<file path="src/rtl/text_pkg.sv">
// Shared definitions for the text typewriter: message ROM text, FSM states and
// the special character codes.
package text_pkg;

    localparam int ROM_MSGS  = 4;
    localparam int ROM_LEN   = 16;
    localparam int ROM_SEL_W = $clog2(ROM_MSGS);

    localparam logic [6:0] CHAR_NULL   = 7'h00;
    localparam logic [6:0] CHAR_CURSOR = 7'h5F;

    typedef enum logic [1:0] {
        ST_IDLE  = 2'd0,
        ST_TYPE  = 2'd1,
        ST_SHOWN = 2'd2
    } tw_state_e;

    // Each slot is left-justified: character 0 sits in the top byte, short
    // messages are padded with NULs which also terminate them.
    localparam logic [8*ROM_LEN-1:0] MSG_TEXT [ROM_MSGS] = '{
        {"ADVENTURE", 56'h0},
        {"PLAYER ONE", 48'h0},
        "PRESS START NOW!",
        128'h0
    };

    function automatic logic [6:0] rom_char(int msg, int idx);
        logic [8*ROM_LEN-1:0] line;
        rom_char = CHAR_NULL;
        if (msg >= 0 && msg < ROM_MSGS && idx >= 0 && idx < ROM_LEN) begin
            line     = MSG_TEXT[ROM_SEL_W'(msg)] << (8 * idx);
            rom_char = line[8*ROM_LEN-2 -: 7];
        end
    endfunction

endpackage

</file>
<file path="src/rtl/text_msg_rom.sv">
// Combinational message ROM: character lookup by (message, index) and a
// per-message length table fixed at elaboration.
module text_msg_rom
    import text_pkg::*;
#(
    parameter int NUM_MSGS = 4,
    parameter int MAX_LEN  = 16,
    parameter int IDX_W    = $clog2(MAX_LEN),
    parameter int MSG_W    = (NUM_MSGS > 1) ? $clog2(NUM_MSGS) : 1
) (
    input  logic [MSG_W-1:0] msg_i,
    input  logic [IDX_W-1:0] idx_i,
    output logic [6:0]       char_o,
    input  logic [MSG_W-1:0] len_msg_i,
    output logic [IDX_W:0]   len_o
);

    // Length is the position of the first NUL, or the full slot if none.
    function automatic logic [IDX_W:0] slot_len(int m);
        logic [IDX_W:0] n;
        n = (IDX_W+1)'(MAX_LEN);
        for (int i = MAX_LEN - 1; i >= 0; i--) begin
            if (rom_char(m, i) == CHAR_NULL) n = (IDX_W+1)'(i);
        end
        return n;
    endfunction

    logic [IDX_W:0] len_tab [NUM_MSGS];

    for (genvar g = 0; g < NUM_MSGS; g++) begin : g_len
        localparam logic [IDX_W:0] SLOT_LEN = slot_len(g);
        assign len_tab[g] = SLOT_LEN;
    end

    always_comb begin
        char_o = CHAR_NULL;
        if (int'(idx_i) < MAX_LEN && int'(msg_i) < NUM_MSGS) begin
            char_o = rom_char(int'(msg_i), int'(idx_i));
        end
    end

    always_comb begin
        len_o = '0;
        if (int'(len_msg_i) < NUM_MSGS) begin
            len_o = len_tab[len_msg_i];
        end
    end

endmodule

</file>
<file path="src/rtl/text_typewriter.sv">
// Reveals a ROM message one character per CHAR_PERIOD frame ticks.
// Optional blinking cursor at the reveal position: TEXT_TYPEWRITER_CURSOR_EN.
module text_typewriter
    import text_pkg::*;
#(
    parameter int NUM_MSGS    = 4,
    parameter int MAX_LEN     = 16,
    parameter int CHAR_PERIOD = 4,
    parameter int IDX_W       = $clog2(MAX_LEN),
    parameter int MSG_W       = (NUM_MSGS > 1) ? $clog2(NUM_MSGS) : 1
) (
    input  logic             Clk,
    input  logic             Reset,
    input  logic             frame_tick,
    input  logic             start,
    input  logic [MSG_W-1:0] msg_sel,
    input  logic             skip,
    input  logic             clear,
    input  logic [IDX_W-1:0] rd_idx,
    output logic [6:0]       rd_char,
    output logic [IDX_W:0]   msg_len,
    output logic             busy,
    output logic             done,
    output tw_state_e        dbg_state
);

    localparam int TICK_W = (CHAR_PERIOD > 1) ? $clog2(CHAR_PERIOD) : 1;

    tw_state_e         state_q, state_d;
    logic [IDX_W:0]    reveal_q, reveal_d;
    logic [TICK_W-1:0] tick_q, tick_d;
    logic [MSG_W-1:0]  cur_msg_q, cur_msg_d;
    logic [IDX_W:0]    len_q, len_d;
    logic [6:0]        rd_char_q, rd_char_d;

    logic [6:0]        rom_char_w;
    logic [IDX_W:0]    sel_len_w;

    text_msg_rom #(
        .NUM_MSGS (NUM_MSGS),
        .MAX_LEN  (MAX_LEN),
        .IDX_W    (IDX_W),
        .MSG_W    (MSG_W)
    ) u_rom (
        .msg_i     (cur_msg_q),
        .idx_i     (rd_idx),
        .char_o    (rom_char_w),
        .len_msg_i (msg_sel),
        .len_o     (sel_len_w)
    );

    always_comb begin
        state_d   = state_q;
        reveal_d  = reveal_q;
        tick_d    = tick_q;
        cur_msg_d = cur_msg_q;
        len_d     = len_q;
        if (clear) begin
            state_d  = ST_IDLE;
            reveal_d = '0;
            tick_d   = '0;
        end else if (start) begin
            cur_msg_d = msg_sel;
            len_d     = sel_len_w;
            reveal_d  = '0;
            tick_d    = '0;
            state_d   = (sel_len_w == '0) ? ST_SHOWN : ST_TYPE;
        end else if (state_q == ST_TYPE) begin
            if (skip) begin
                reveal_d = len_q;
                state_d  = ST_SHOWN;
            end else if (reveal_q == len_q) begin
                // Leave TYPE one cycle after the last reveal so done lines up
                // with the registered read of the final character.
                state_d = ST_SHOWN;
            end else if (frame_tick) begin
                if (tick_q == TICK_W'(CHAR_PERIOD - 1)) begin
                    tick_d   = '0;
                    reveal_d = reveal_q + 1'b1;
                end else begin
                    tick_d = tick_q + 1'b1;
                end
            end
        end
    end

`ifdef TEXT_TYPEWRITER_CURSOR_EN
    logic [3:0] blink_q;
    logic       cursor_vis_q;

    always_ff @(posedge Clk) begin
        if (Reset) begin
            blink_q      <= '0;
            cursor_vis_q <= 1'b1;
        end else if (frame_tick) begin
            blink_q <= blink_q + 1'b1;
            if (blink_q == 4'hF) cursor_vis_q <= ~cursor_vis_q;
        end
    end

    always_comb begin
        rd_char_d = ({1'b0, rd_idx} < reveal_q) ? rom_char_w : CHAR_NULL;
        if (state_q == ST_TYPE && {1'b0, rd_idx} == reveal_q && cursor_vis_q) begin
            rd_char_d = CHAR_CURSOR;
        end
    end
`else
    always_comb begin
        rd_char_d = ({1'b0, rd_idx} < reveal_q) ? rom_char_w : CHAR_NULL;
    end
`endif

    always_ff @(posedge Clk) begin
        if (Reset) begin
            state_q   <= ST_IDLE;
            reveal_q  <= '0;
            tick_q    <= '0;
            cur_msg_q <= '0;
            len_q     <= '0;
            rd_char_q <= CHAR_NULL;
        end else begin
            state_q   <= state_d;
            reveal_q  <= reveal_d;
            tick_q    <= tick_d;
            cur_msg_q <= cur_msg_d;
            len_q     <= len_d;
            rd_char_q <= rd_char_d;
        end
    end

    assign rd_char   = rd_char_q;
    assign msg_len   = len_q;
    assign busy      = (state_q == ST_TYPE);
    assign done      = (state_q == ST_SHOWN);
    assign dbg_state = state_q;

endmodule

</file>
<file path="config.mk">
export PLATFORM = sky130hd
export DESIGN_NAME = text_typewriter
export DESIGN_NICKNAME = d
export VERILOG_FILES = /design/src/rtl/text_pkg.sv /design/src/rtl/text_msg_rom.sv /design/src/rtl/text_typewriter.sv
export SDC_FILE = /design/constraint.sdc
export NUM_CORES = 1
export LEC_CHECK = 0
export BUFFER_PORTS_ARGS = -buffer_cell sky130_fd_sc_hd__buf_4
export CAP_MARGIN = 20
export CORE_AREA = 2 2 63 65
export DETAILED_ROUTE_END_ITERATION = 8
export DIE_AREA = 0 0 65 67
export HOLD_SLACK_MARGIN = 0.12
export MAX_ROUTING_LAYER = met4
export PLACE_DENSITY = 0.73
export SYNTH_ARGS = -nofsm -noshare
export SYNTH_HDL_FRONTEND = slang
export SYNTH_HIERARCHICAL = 1
export SYNTH_SLANG_ARGS = --single-unit
export TNS_END_PERCENT = 100
</file>
<file path="constraint.sdc">
create_clock -name Clk -period 2.15 [get_ports Clk]
set_clock_uncertainty 0.2 [all_clocks]
set_input_delay 0.43 -clock Clk [delete_from_list [all_inputs] [get_ports Clk]]
set_output_delay 0.43 -clock Clk [all_outputs]
set_load 0.05 [all_outputs]
</file>
==> metrics.csv, run 1 <==
stage,metric,value,unit
clock_network,numClockSinks,23,
clock_network,h-tree-depth,1,
critical_path,crit_arrival,1.95,ns
yosys,synth-edff-count,0,
yosys,synth_top_area_cell,dfxtp_1,
yosys,yosysMostFrequentCell,nor2_1,
yosys,syn_nets,240,
place,port_buffers,27,
yosys,syn-cell-area,1780,um^2
power,powerDensity,481,nW/um^2
worst_hold_path,min_path_type,input pin to flip-flop,
yosys,ys_seq_area_share,25.8,%
clock_network,cts_root_buf,clkbuf_8,
yosys,synth_seq_cells,23,
detailed_routing,antenna_left,0,
yosys,synth_top_area_share,25.8,%
yosys,synth_ff_type,dfxtp_1,
timing,slew_violations,0,
critical_path,r2r_end,rd_char[0],
detailed_routing,dr.pass1.iters,5,
timing,fmax,502,MHz
clock_network,postCtsHoldBufs,0,
clock_network,ctsResizeCount,0,
worst_hold_path,whs_path_depth,2,
critical_path,crit_start,cur_msg_q[1],
worst_hold_path,min_from,Reset,
timing,finalSetupTns,0,ns
yosys,ys_types,56,
critical_path,reg2regPathDepth,7,
cells_and_area,diodes,0,
power,seqPwrFrac,44.9,%
outcome,status,"complete, no violations",
yosys,synth.area.top_cells,"dfxtp_1 26%, ha_1 7.7%, mux2i_1 5.6%",
worst_hold_path,min_to,msg_len[0],
critical_path,rrSetupSlack,0.16,ns
critical_path,r2r-start,cur_msg_q[1],
detailed_routing,wirelength,4.00,mm
floorplanning,die-area,4360,um^2
power,comb_power_share,26.9,%
global_route,overflow,0,
critical_path,slowest_stage,dfxtp_1,
clock_network,clk_pin_slew,0.09,ns
power,ir_drop,221,uV
power,swShare,32.4,%
clock_network,cts_buffers,3,
cells_and_area,layout-drive-gt1-share,21.5,%
timing,hold-worst-slack,0.232,ns
timing,hold_viol,0,
critical_path,start_kind,flip-flop,
detailed_routing,drc,0,
floorplanning,core_area,3610,um^2
global_route,grt_pass1_vias,1474,
detailed_routing,via_count,1606,
global_route,grt_pass1_wl,6.82,mm
detailed_routing,wl_per_cell,13.8,um
cells_and_area,nets,266,
clock_network,cts_setup_buffers,0,
power,clockPowerShare,28.3,%
power,p_leak,0.838,nW
floorplanning,die_y,67,um
clock_network,cts_tree,done,
yosys,synthCells,217,
timing,finalCriticalPeriod,1.99,ns
power,finalPower,0.996,mW
run,cap_violations,0,
clock_network,clk_latency,0.27,ns
timing,setup_viol,0,
place,place_congestion,0.877,
floorplanning,start_util,49.5,%
critical_path,worst_path_largest_cell_delay,0.34,ns
global_route,grt_max_degree,25,
power,p_int,0.674,mW
floorplanning,io_pins,28,
yosys,synth_warnings,6,
critical_path,path_class,flip-flop to flip-flop,
yosys,synth_commonest_cells,"25 x nor2_1, 23 x dfxtp_1, 13 x inv_1",
global_route,antenna_found_initial,0,
place,dpl.hpwl,3.01,mm
critical_path,worstPathRequired,2.10,ns
floorplanning,die_x,65,um
critical_path,critical_path.max_fanout,4,
detailed_routing,drt-initial-drc-count,89,
yosys,synth_area_per_cell,8.22,um^2
cells_and_area,area_growth,16.1,%
floorplanning,num_rows,22,
power,p_sw,0.322,mW
timing,rsz0062_at_grt,no,
timing,period_share,92.7,%
global_route,grt_use_total,20.7,%
clock_network,clk_path_buf_depth,2,
yosys,async_flop_share,0,%
critical_path,path_cells,inv_1 -> ha_1 -> nor2b_1 -> o21a_1 -> o31a_1 -> o221a_1 -> a21boi_1,
critical_path,endpoint_kind,flip-flop,
detailed_routing,viasPerCell,5.54,
[per-layer routing]
metal / share of wire (%) / global-route usage, % / vias to the layer above
met5: 0 / - / -
met4: 1.1 / 6.91 / 0
met3: 5.3 / 3.38 / 4
met2: 45 / 32.2 / 43
met1: 49 / 27.5 / 726
li1: - / - / 833
[sequential cells by signal, indices dropped and copies added (netlist names)]
register and cells:
tick_q 2, msg_len 5, rd_char 7, reveal_q 5, cur_msg_q 2, dbg_state 2
[cell families after synthesis]
kind of cell,Yosys count,synth area share (%)
compound gates,70,29.7
xor+xnor,6,2.95
fa+ha+maj,11,7.71
buf+inv,28,7.71
flops,23,25.8
mux,11,6.24
other cells,1,0.210
simple gates,67,19.6
[layout make-up]
class                      instances  area, um^2
sequential                        23         460
clock inverter                     1        5.00
clock buffer                       3        41.3
tap                               48        60.1
inverter                          13        48.8
timing repair buffer              36         270
multi-input combinational        166        1190
fill                             327        1530
[power groups by stage]
stage	clock, mW	sequential (mW)	combinational [mW]
after floorplan	0	0.489	0.160
after global placement	0	0.457	0.263
after CTS	0.287	0.447	0.266
after detailed placement	0	0.457	0.265
after global routing	0.307	0.448	0.294
final	0.282	0.447	0.267
[stage by stage]
stage	utilization, %	worst slack [ns]	cells	cell area, um^2
5_1_grt	57.5	0.0789	290	2070
4_1_cts	57.5	0.160	290	2070
6_report	57.5	0.156	290	2070
3_5_place_dp	56.2	0.121	286	2030
2_1_floorplan	-	0.0282	217	1780
3_3_place_gp	56.2	0.141	286	2030
[layout by cell type (no fill, tap or decap), types with 2 or more instances in the layout]
cell	count
o21ai_0	4
dfxtp_1	23
a21oi_1	12
o211ai_1	2
o311ai_0	3
nand3_1	4
nand2_1	6
xnor2_1	6
o31ai_1	7
a22oi_1	3
a31oi_1	3
nor2b_1	7
nand2b_1	10
a21o_1	2
clkbuf_8	3
o21ai_1	6
o22ai_1	2
nor2_1	25
inv_1	13
a21boi_1	6
ha_1	11
o21a_1	2
nor3_1	6
o2111ai_1	2
mux2i_1	10
buf_4	36
[critical path, delay by kind of cell, from the launching register on]
family / cells / cell delay (ns)
buffers and inverters: 1 / 0.08
AND/OR/NAND/NOR: 1 / 0.16
flip-flops: 1 / 0.34
adder cells (fa/ha/maj): 1 / 0.32
AO/OA/AOI/OAI: 4 / 0.79
[worst max-delay path by stage]
stage / end / slack [ns] / depth (start not counted)
after global routing: rd_char[4] / 0.08 / 7
final: rd_char[0] / 0.16 / 7
after detailed placement: dbg_state[0] / 0.12 / 6
after CTS: rd_char[0] / 0.16 / 7
after global placement: dbg_state[0] / 0.14 / 6
after floorplan: tick_q[0] / 0.03 / 6
Power figures use the tool's default switching activity.
==> run 2: changes to the inputs <==
--- a/config.mk
+++ b/config.mk
@@ -12,7 +12,7 @@
 export DIE_AREA = 0 0 65 67
 export HOLD_SLACK_MARGIN = 0.12
 export MAX_ROUTING_LAYER = met4
-export PLACE_DENSITY = 0.73
+export PLACE_DENSITY = 0.74
 export SYNTH_ARGS = -nofsm -noshare
 export SYNTH_HDL_FRONTEND = slang
 export SYNTH_HIERARCHICAL = 1
==> metrics.csv, run 2 (synthesis gave the netlist of run 1 again) <==
stage,metric,value,unit
outcome,status,"complete, no violations",
critical_path,path_class,flip-flop to flip-flop,
global_route,grt_pass1_wl,6.47,mm
run,cap_violations,0,
worst_hold_path,min_path_type,input pin to flip-flop,
detailed_routing,via_count,1577,
floorplanning,die-area,4360,um^2
detailed_routing,wl_per_cell,13.3,um
cells_and_area,layout-drive-gt1-share,19.7,%
global_route,grt_use_total,19.2,%
floorplanning,core_area,3610,um^2
cells_and_area,mostFrequentLayoutCells,"32 x buf_4, 25 x nor2_1, 23 x dfxtp_1, 13 x inv_1, 12 x a21oi_1",
critical_path,crit_arrival,1.93,ns
cells_and_area,fin_area,2040,um^2
detailed_routing,dr.pass1.iters,4,
clock_network,cts_buffers,3,
floorplanning,io_pins,28,
cells_and_area,diodes,0,
critical_path,path_cells,inv_1 -> ha_1 -> nor2b_1 -> o21a_1 -> o31a_1 -> o221a_1 -> a21boi_1,
detailed_routing,wirelength,3.80,mm
worst_hold_path,min_to,cur_msg_q[0],
critical_path,worst_path_largest_cell_delay,0.33,ns
clock_network,numClockSinks,23,
critical_path,critical_path.max_fanout,4,
critical_path,start_kind,flip-flop,
global_route,overflow,0,
timing,hold-worst-slack,0.227,ns
detailed_routing,antenna_left,0,
place,place_congestion,0.879,
critical_path,worstPathRequired,2.09,ns
critical_path,r2r-start,cur_msg_q[1],
clock_network,cts_setup_buffers,0,
cells_and_area,nets,262,
critical_path,slowest_stage,dfxtp_1,
detailed_routing,drt-initial-drc-count,110,
clock_network,h-tree-depth,1,
detailed_routing,viasPerCell,5.51,
worst_hold_path,min_from,msg_sel[0],
global_route,grt_max_degree,28,
critical_path,r2r_end,rd_char[0],
place,port_buffers,27,
power,powerDensity,478,nW/um^2
detailed_routing,drc,0,
cells_and_area,area_growth,14.4,%
clock_network,ctsResizeCount,0,
cells_and_area,largest_register_ff_count,7,
global_route,grt_pass1_vias,1410,
place,dp_slack,0.109,ns
timing,rsz0062_at_grt,no,
critical_path,endpoint_kind,flip-flop,
power,finalPower,0.975,mW
place,dp_cells,282,
timing,period_share,92.4,%
floorplanning,die_x,65,um
place,place_area,2000,um^2
critical_path,reg2regPathDepth,7,
timing,fmax,503,MHz
timing,slew_violations,0,
place,dpl.hpwl,2.86,mm
global_route,antenna_found_initial,0,
timing,setup_viol,0,
cells_and_area,fin_util,56.6,%
clock_network,cts_root_buf,clkbuf_8,
power,ir_drop,282,uV
floorplanning,die_y,67,um
critical_path,rrSetupSlack,0.16,ns
clock_network,cts_tree,done,
cells_and_area,instances_no_fill,286,
timing,hold_viol,0,
clock_network,clk_latency,0.26,ns
power,p_leak,0.814,nW
floorplanning,num_rows,22,
clock_network,clk_pin_slew,0.08,ns
timing,finalCriticalPeriod,1.99,ns
floorplanning,start_util,49.5,%
cells_and_area,final_common_cell,buf_4,
timing,fin_ws,0.163,ns
worst_hold_path,whs_path_depth,3,
clock_network,postCtsHoldBufs,0,
clock_network,clk_path_buf_depth,2,
timing,finalSetupTns,0,ns
-- run 2: cell types whose count changed in the layout (fill, tap and decap cells not counted), sizes merged --
cell,before,now
clkbuf,3,4
buf,36,32
clkinv,1,0
-- run 2: where the power goes --
group          internal, mW  total (mW)  switching [mW]
logic                 0.103       0.261           0.158
registers             0.437       0.447         0.00984
clock network         0.132       0.267           0.134
total                 0.672       0.975           0.302
-- run 2: final cells by class --
cell class / count / area [um^2]
Fill cell: 348 / 1570
Sequential cell: 23 / 460
Tap cell: 48 / 60.1
Timing Repair Buffer: 32 / 240
Inverter: 13 / 48.8
Multi-Input combinational cell: 166 / 1190
Clock buffer: 4 / 45.0
-- run 2: routing by layer --
layer,track usage [%],up-vias,share of wire [%]
met4,3.19,0,0.45
met1,26.3,721,49
met2,29.5,31,45
met3,3.89,2,5.4
met5,-,-,0
li1,-,823,-
-- run 2: how the worst max path moves through the flow --
stage	startpoint	to	slack [ns]	cells past startpoint
floorplan	dbg_state[0]	tick_q[0]	0.03	6
global placement	msg_sel[0]	dbg_state[0]	0.14	6
detailed placement	msg_sel[0]	dbg_state[0]	0.11	6
CTS	cur_msg_q[1]	rd_char[0]	0.16	7
global route	cur_msg_q[1]	rd_char[1]	0.02	7
finish	cur_msg_q[1]	rd_char[0]	0.16	7
-- run 2: worst max-delay path, delay by kind of cell (launching register included) --
family	cells	cell delay, ns
flip-flops	1	0.33
buffers and inverters	1	0.08
AND/OR/NAND/NOR	1	0.17
AO/OA/AOI/OAI	4	0.78
adder cells (fa/ha/maj)	1	0.31
==> run 3: changes to the inputs <==
--- a/config.mk
+++ b/config.mk
@@ -13,6 +13,7 @@
 export HOLD_SLACK_MARGIN = 0.12
 export MAX_ROUTING_LAYER = met4
 export PLACE_DENSITY = 0.74
+export REMOVE_ABC_BUFFERS = 1
 export SYNTH_ARGS = -nofsm -noshare
 export SYNTH_HDL_FRONTEND = slang
 export SYNTH_HIERARCHICAL = 1
==> metrics.csv, run 3 (synthesis gave the netlist of run 1 again) <==
stage,metric,value,unit
timing,rsz0062_at_grt,no,
worst_hold_path,min_path_type,input pin to flip-flop,
timing,period_share,91.8,%
detailed_routing,antenna_left,0,
global_route,grt_use_total,19.5,%
clock_network,postCtsHoldBufs,0,
detailed_routing,dr.pass1.iters,4,
global_route,met3_usage,3.38,%
global_route,met2_usage,28.7,%
critical_path,critical_path.max_fanout,4,
detailed_routing,wl_per_cell,13.1,um
power,p_leak,0.824,nW
cells_and_area,multi_input_area,1190,um^2
detailed_routing,drt-initial-drc-count,66,
power,finalPower,0.975,mW
clock_network,numClockSinks,23,
critical_path,endpoint_kind,flip-flop,
timing,slew_violations,0,
global_route,grt_pass1_vias,1402,
global_route,grtUsageMet1,27.5,%
cells_and_area,largest_register_ff_count,7,
clock_network,cts_setup_buffers,0,
global_route,grt_busiest_layer,met2,
cells_and_area,diodes,0,
cells_and_area,mostFrequentLayoutCells,"34 x buf_4, 25 x nor2_1, 23 x dfxtp_1, 13 x inv_1, 12 x a21oi_1",
detailed_routing,drc,0,
place,port_buffers,27,
place,place_area,2010,um^2
cells_and_area,fin_area,2060,um^2
timing,finalCriticalPeriod,1.97,ns
cells_and_area,area_growth,15.2,%
detailed_routing,wirelength,3.76,mm
critical_path,worstPathRequired,2.15,ns
critical_path,rrSetupSlack,0.18,ns
run,cap_violations,0,
timing,setup_viol,0,
global_route,overflow,0,
clock_network,h-tree-depth,1,
cells_and_area,nets,264,
cells_and_area,regArea,460,um^2
clock_network,ctsResizeCount,0,
detailed_routing,via_count,1567,
clock_network,cts_root_buf,clkbuf_8,
timing,hold_viol,0,
floorplanning,num_rows,22,
global_route,grt_max_degree,25,
cells_and_area,layout-drive-gt1-share,20.4,%
clock_network,clk_pin_slew,0.08,ns
power,powerDensity,474,nW/um^2
cells_and_area,final_common_cell,buf_4,
floorplanning,die-area,4360,um^2
power,ir_drop,360,uV
cells_and_area,fill_cells,342,
global_route,grt_pass1_wl,6.42,mm
timing,finalSetupTns,0,ns
place,dpl.hpwl,2.78,mm
critical_path,path_class,flip-flop to flip-flop,
timing,fmax,506,MHz
outcome,status,"complete, no violations",
clock_network,clk_path_buf_depth,2,
critical_path,crit_arrival,1.97,ns
floorplanning,die_y,67,um
global_route,antenna_found_initial,0,
place,place_congestion,0.934,
floorplanning,core_area,3610,um^2
floorplanning,die_x,65,um
detailed_routing,viasPerCell,5.44,
floorplanning,start_util,49.5,%
clock_network,cts_buffers,3,
clock_network,clk_latency,0.26,ns
critical_path,start_kind,flip-flop,
clock_network,cts_tree,done,
floorplanning,io_pins,28,
==> run 3: final timing paths <==
path	start	endpoint	cells past startpoint
worst min register to register	tick_q[1]	tick_q[1]	2
worst max register to register	cur_msg_q[1]	rd_char[4]	7
worst min-delay path	msg_sel[0]	cur_msg_q[0]	3
worst max-delay path	cur_msg_q[1]	rd_char[4]	7
==> run 3: critical path: stages, from the launching register on <==
cell and delay (ns):
dfxtp_1 0.33, inv_1 0.08, ha_1 0.32, nor2b_1 0.19, buf_4 0.14, a211oi_1 0.04, o41ai_1 0.41, a21boi_1 0.20
==> run 3: where the power goes <==
part | internal [mW] | switching (mW) | leakage (nW)
Combinational | 0.106 | 0.159 | 0.615
Clock | 0.132 | 0.133 | 0.0228
Sequential | 0.437 | 0.00928 | 0.187
Total | 0.674 | 0.301 | 0.824
==> run 3: cell type report <==
cell class | count | share of cell area, %
multi-input combinational | 166 | 57.7
inverter | 13 | 2.37
tap | 48 | 2.92
sequential | 23 | 22.4
clock buffer | 4 | 2.19
timing repair buffer | 34 | 12.4
==> run 3: metrics by stage <==
step | setup slack, ns | hold slack, ns | cells | utilization, %
floorplan | 0.00424 | 0.268 | 202 | -
global placement | 0.142 | 0.284 | 284 | 55.8
detailed placement | 0.126 | 0.303 | 284 | 55.8
CTS | 0.177 | 0.228 | 288 | 57.0
global route | 0.0666 | 0.237 | 288 | 57.0
finish | 0.175 | 0.224 | 288 | 57.0
==> run 3: routing by layer <==
metal | vias up | share of wire [%]
li1 | 826 | -
met1 | 707 | 52
met2 | 32 | 43
met3 | 2 | 3.6
met4 | 0 | 0.90
met5 | - | 0
